--- config.mk ---
export PLATFORM = sky130hd
export DESIGN_NAME = updown_mod_counter
export DESIGN_NICKNAME = d
export VERILOG_FILES = /design/src/rtl/updown_mod_counter_pkg.sv /design/src/rtl/updown_mod_counter_prescaler.sv /design/src/rtl/updown_mod_counter.sv
export SDC_FILE = /design/constraint.sdc
export NUM_CORES = 1
export LEC_CHECK = 0
export CORE_AREA = 8 8 63 65
export DETAILED_ROUTE_END_ITERATION = 8
export DIE_AREA = 0 0 71 73
export PLACE_DENSITY_LB_ADDON = 0.3
export SLEW_MARGIN = 20
export SYNTH_ARGS = -nofsm -noshare
export SYNTH_HDL_FRONTEND = slang
export SYNTH_SLANG_ARGS = --single-unit
--- constraint.sdc ---
create_clock -name clk -period 2.1 [get_ports clk]
set_input_delay 0.315 -clock clk [delete_from_list [all_inputs] [get_ports clk]]
set_output_delay 0.315 -clock clk [all_outputs]
set_load 0.005 [all_outputs]
--- src/rtl/updown_mod_counter_pkg.sv ---
// Shared definitions for the up/down modulo counter: the mode encodings,
// the legal parameter limits and a helper for the widest count a given width holds.
package updown_mod_counter_pkg;

  localparam int MODE_WRAP = 0;
  localparam int MODE_SAT  = 1;

  localparam int WIDTH_MIN    = 2;
  localparam int WIDTH_MAX    = 32;
  localparam int MAX_VAL_MIN  = 1;
  localparam int PRESCALE_MIN = 1;
  localparam int PRESCALE_MAX = 65535;

  // Largest value representable in w bits, computed at 64 bits so w=32 is safe.
  function automatic longint unsigned max_count_limit(input int w);
    return (64'd1 << w) - 64'd1;
  endfunction

endpackage

--- src/rtl/updown_mod_counter_prescaler.sv ---
// Enable-qualified cycle divider: raises tick on the enabled cycle that
// completes a group of PRESCALE enabled cycles, then starts a new group.
module tick_prescaler #(
  parameter int PRESCALE = 1
) (
  input  logic clk,
  input  logic reset,
  input  logic clr,
  input  logic en,
  output logic tick
);

  localparam int PW = (PRESCALE > 1) ? $clog2(PRESCALE) : 1;
  localparam logic [PW-1:0] LAST = PW'(PRESCALE - 1);

  logic [PW-1:0] pcnt_p0;

  assign tick = en && (pcnt_p0 == LAST);

  // Count enabled cycles; clr or a completed group restarts the count at zero.
  always_ff @(posedge clk or posedge reset) begin
    if (reset) begin
      pcnt_p0 <= '0;
    end else if (clr) begin
      pcnt_p0 <= '0;
    end else if (en) begin
      pcnt_p0 <= tick ? '0 : pcnt_p0 + PW'(1);
    end
  end

endmodule

--- src/rtl/updown_mod_counter.sv ---
// Up/down counter over 0..MAX_VAL with wrap or saturate at the bounds,
// a prescaled count enable, a one-cycle terminal-count pulse and a sticky
// bound-crossing flag.
module updown_mod_counter
  import updown_mod_counter_pkg::*;
#(
  parameter int              WIDTH    = 8,
  parameter longint unsigned MAX_VAL  = (64'd1 << WIDTH) - 64'd1,
  parameter int              SATURATE = MODE_WRAP,
  parameter int              PRESCALE = 1
) (
  input  logic             clk,
  input  logic             reset,
  input  logic             clear,
  input  logic             load,
  input  logic [WIDTH-1:0] load_val,
  input  logic             counten,
  input  logic             up,
  output logic [WIDTH-1:0] count,
  output logic             tc,
  output logic             ovf,
  output logic             at_max,
  output logic             at_zero
);

  if (WIDTH < WIDTH_MIN || WIDTH > WIDTH_MAX) begin : g_bad_width
    $error("updown_mod_counter: WIDTH out of range");
  end
  if (MAX_VAL < longint'(MAX_VAL_MIN) || MAX_VAL > max_count_limit(WIDTH)) begin : g_bad_max
    $error("updown_mod_counter: MAX_VAL out of range");
  end
  if (SATURATE != MODE_WRAP && SATURATE != MODE_SAT) begin : g_bad_mode
    $error("updown_mod_counter: SATURATE must be 0 or 1");
  end
  if (PRESCALE < PRESCALE_MIN || PRESCALE > PRESCALE_MAX) begin : g_bad_presc
    $error("updown_mod_counter: PRESCALE out of range");
  end

  localparam logic [WIDTH-1:0] MAXV = WIDTH'(MAX_VAL);

  logic [WIDTH-1:0] count_p0;
  logic             tc_p0;
  logic             ovf_p0;
  logic             step;
  logic             at_bound;

  // Loaded values above the top of the range are pulled down to MAX_VAL.
  function automatic logic [WIDTH-1:0] clamp_load(input logic [WIDTH-1:0] v);
    return (v > MAXV) ? MAXV : v;
  endfunction

  // Next count for one step; +1/-1 only happens strictly inside the range,
  // so no intermediate value ever leaves 0..MAX_VAL.
  function automatic logic [WIDTH-1:0] step_val(input logic [WIDTH-1:0] c,
                                                input logic             dir);
    if (dir) begin
      if (c == MAXV) return (SATURATE == MODE_SAT) ? c : '0;
      return c + WIDTH'(1);
    end
    if (c == '0) return (SATURATE == MODE_SAT) ? c : MAXV;
    return c - WIDTH'(1);
  endfunction

  tick_prescaler #(
    .PRESCALE (PRESCALE)
  ) u_prescaler (
    .clk   (clk),
    .reset (reset),
    .clr   (clear | load),
    .en    (counten),
    .tick  (step)
  );

  assign at_bound = up ? (count_p0 == MAXV) : (count_p0 == '0);

  // Count register with clear > load > step > hold; tc pulses after a bound step.
  always_ff @(posedge clk or posedge reset) begin
    if (reset) begin
      count_p0 <= '0;
      tc_p0    <= 1'b0;
      ovf_p0   <= 1'b0;
    end else if (clear) begin
      count_p0 <= '0;
      tc_p0    <= 1'b0;
      ovf_p0   <= 1'b0;
    end else if (load) begin
      count_p0 <= clamp_load(load_val);
      tc_p0    <= 1'b0;
    end else if (step) begin
      count_p0 <= step_val(count_p0, up);
      tc_p0    <= at_bound;
      ovf_p0   <= ovf_p0 | at_bound;
    end else begin
      tc_p0    <= 1'b0;
    end
  end

  assign count   = count_p0;
  assign tc      = tc_p0;
  assign ovf     = ovf_p0;
  assign at_max  = (count_p0 == MAXV);
  assign at_zero = (count_p0 == '0);

endmodule

==> run metrics <==
hold_ws=330.7 ps; via count=1,158; largest net degree at the start of global routing=12; capturing point of the worst reg2reg path=count[6]$_DFFE_PP0P_; synthesized cell area=992.2 sq um; first-pass GRT wire length=5485 microns; Synth async-reset ratio=1.000; internal power=0.4750 mW; post-layout util=0.4903; Synth cell types=43; Critical Path End Type=output pin; power per cell area=510.9 nW/um^2; Period minus WS final=1993 ps; Finished Cell Area=1448 sq um; Nets=180; fill count=295; Crit path arrival time=1680 ps; Sw Ratio=0.3577; Root Buffer=clkbuf_4; fin cells=195; synth warn=0; Detailed Place HPWL=2557 microns; vias in the first global route=1,118; CTS buffer count=3; DRC Markers=0; crit path max fanout=8; die area=5183 sq um; CTS clk-pin slew, worst paths=80 ps; post-DR wirelength/cell=17.29 microns; syn avg cell area=8.200 sq um; Yosys reg bits=11; initial core utilization=0.3360; fin crit share=0.9488; run status=completed; Tightest Hold Check Type=primary input to asynchronous set/reset pin; switching pwr=0.2646 mW; gpl congestion=0.8640; Port Buffers=25; critical-path cell list=buf_4 > ha_1 > and3_1 > and2_4 > dlygate4sd2_1; Total Wirelength=3371 microns; Setup TNS=0 ps; Clock power frac=0.209; Die Span X=71 microns; Die Span Y=73 microns; post-route ant nets=0; Via density=5.938; total grt overflow=0; clk sinks=11; RR Startpoint=count[0]$_DFFE_PP0P_; Ports=26; placed insts=190; CTS H-tree depth=1; setup ws final=107.4 ps; RSZ-0062 raised after global routing=false; peak per-stage delay on the critical path=390 ps; final hold vios=0; number of synthesized flops with an enable pin=0; VDD IR max=0.2410 mV; crit start category=flop; Synth Flop Type=dfrtp_1; Core Rows=20; CP max-delay cell=dfrtp_1; Iter 0 DRT Violations=115; Area after DPL=1384 sq um; CTS tree=built; fmax=501.9 MHz; critical path class=flop to output pin; LEAKAGE=0.6110 nW; syn nets=138; Cells after Synth=121; overall power=0.7396 mW; R2R cell count=6; Worst Path Buf+Inv=2; Clock Skew=8.193 ps; share of layout cells above drive strength 1=0.2222; ant diodes=0; All-Layer GR Usage=0.1333; Crit path required time=1780 ps; Layout Area Growth over Synthesis=45.90%; worst slew pin tran=591.3 ps; Slew headroom=0.6027; Place WS=-1.692 ps; Gate power share=0.446; max-cap viol count=0; clock buffer depth=2; Placeable Area=2953 sq um; Crit path max-delay family=buffers and inverters; setup violators final=0; flop2flop setup slack=140 ps; TritonRoute pass-1 iters=4; initial antenna violation count=0; max-slew violations=0; Flop pwr share=0.345; Clk Latency, worst-skew pair=280 ps; Seq/Total Area, Yosys=0.2774
-- power by group through the flow --
| stage | Combinational, mW | Sequential, mW | Clock (mW) |
|---|---|---|---|
| after floorplan | 0.156 | 0.256 | 0 |
| after global placement | 0.304 | 0.255 | 0 |
| after detailed placement | 0.308 | 0.255 | 0 |
| after CTS | 0.325 | 0.254 | 0.158 |
| after global routing | 0.359 | 0.258 | 0.167 |
| final | 0.330 | 0.255 | 0.155 |
-- cell usage after synthesis (all sizes together) (4+ instances only) --
| cell | number | area (sq um) |
|---|---|---|
| buf | 5 | 31.28 |
| inv | 9 | 33.78 |
| a21oi | 11 | 55.05 |
| a211oi | 4 | 30.03 |
| nand2 | 6 | 22.52 |
| o31ai | 5 | 37.54 |
| nor3 | 5 | 30.03 |
| dfrtp | 11 | 275.3 |
| nand3 | 5 | 25.02 |
| nor2 | 8 | 30.03 |
-- layer usage --
metal	track usage	part of all wire	vias up
met4	0.03695	0.027	0
li1	-	-	547
met5	0	0	-
met2	0.2307	0.48	57
met3	0.04396	0.074	10
met1	0.1524	0.42	544
-- worst max path at each step --
| stage | end | cells after the start | slack [ps] | start |
|---|---|---|---|---|
| 3_5_place_dp | count[3]$_DFFE_PP0P_ | 5 | -2 | counten |
| 6_report | at_max | 5 | 110 | count[1]$_DFFE_PP0P_ |
| 4_1_cts | at_max | 5 | 100 | count[1]$_DFFE_PP0P_ |
| 2_1_floorplan | count[6]$_DFFE_PP0P_ | 6 | 140 | count[0]$_DFFE_PP0P_ |
| 3_3_place_gp | at_zero | 6 | 50 | count[0]$_DFFE_PP0P_ |
| 5_1_grt | count[6]$_DFFE_PP0P_ | 6 | 30 | count[0]$_DFFE_PP0P_ |
-- final cells by class --
| cell class | count | area (sq um) | area share |
|---|---|---|---|
| flip-flops and latches | 11 | 275.3 | 0.1901 |
| inverters | 9 | 33.78 | 0.02334 |
| well taps | 33 | 41.29 | 0.02852 |
| repair buffers | 45 | 397.9 | 0.2748 |
| multi-input cells | 93 | 673.1 | 0.4650 |
| clock buffers | 4 | 26.28 | 0.01815 |
-- kinds of logic (layout without fill, tap and decap cells) --
group / after synthesis / in the layout / share of synthesized area
compound gates: 38 / 38 / 0.2812
xor+xnor: 3 / 3 / 0.02649
fa+ha+maj: 3 / 3 / 0.03784
buf+inv: 17 / 58 / 0.07692
flops: 11 / 11 / 0.2774
mux: 1 / 1 / 0.01135
simple gates: 48 / 48 / 0.2888
-- layout by cell type, fill, tap and decap left out, drive strengths merged, types with 2 or more instances in the layout --
master         synthesis  routed
a211oi                 4       4
a21oi                 11      11
a221o                  2       2
and2                   3       3
and3                   2       2
and4                   2       2
buf                    5      20
clkbuf                 3       4
clkdlybuf4s50          0      23
dfrtp                 11      11
dlygate4sd2            0       2
ha                     3       3
inv                    9       9
nand2                  6       6
nand2b                 2       2
nand3                  5       5
nand4                  3       3
nor2                   8       8
nor2b                  3       3
nor3                   5       5
nor4                   2       2
nor4b                  3       3
o21a                   3       3
o21ai                  2       2
o31ai                  5       5
or4b                   2       2
xor2                   3       3
-- registers in the layout, indices dropped and copies added, names as in the netlist --
signal / flops
ovf: 1
u_prescaler.pcnt_p0: 1
tc: 1
count: 8
-- what timing repair did --
item,CTS,global route
hold buffers,0,0
resized for setup,9,1
setup endpoints to repair,2,1
hold endpoints to repair,0,0
pin swaps,1,0
setup buffers,1,0
gates cloned,0,0
No activity file was read; power rests on OpenSTA's default activity.
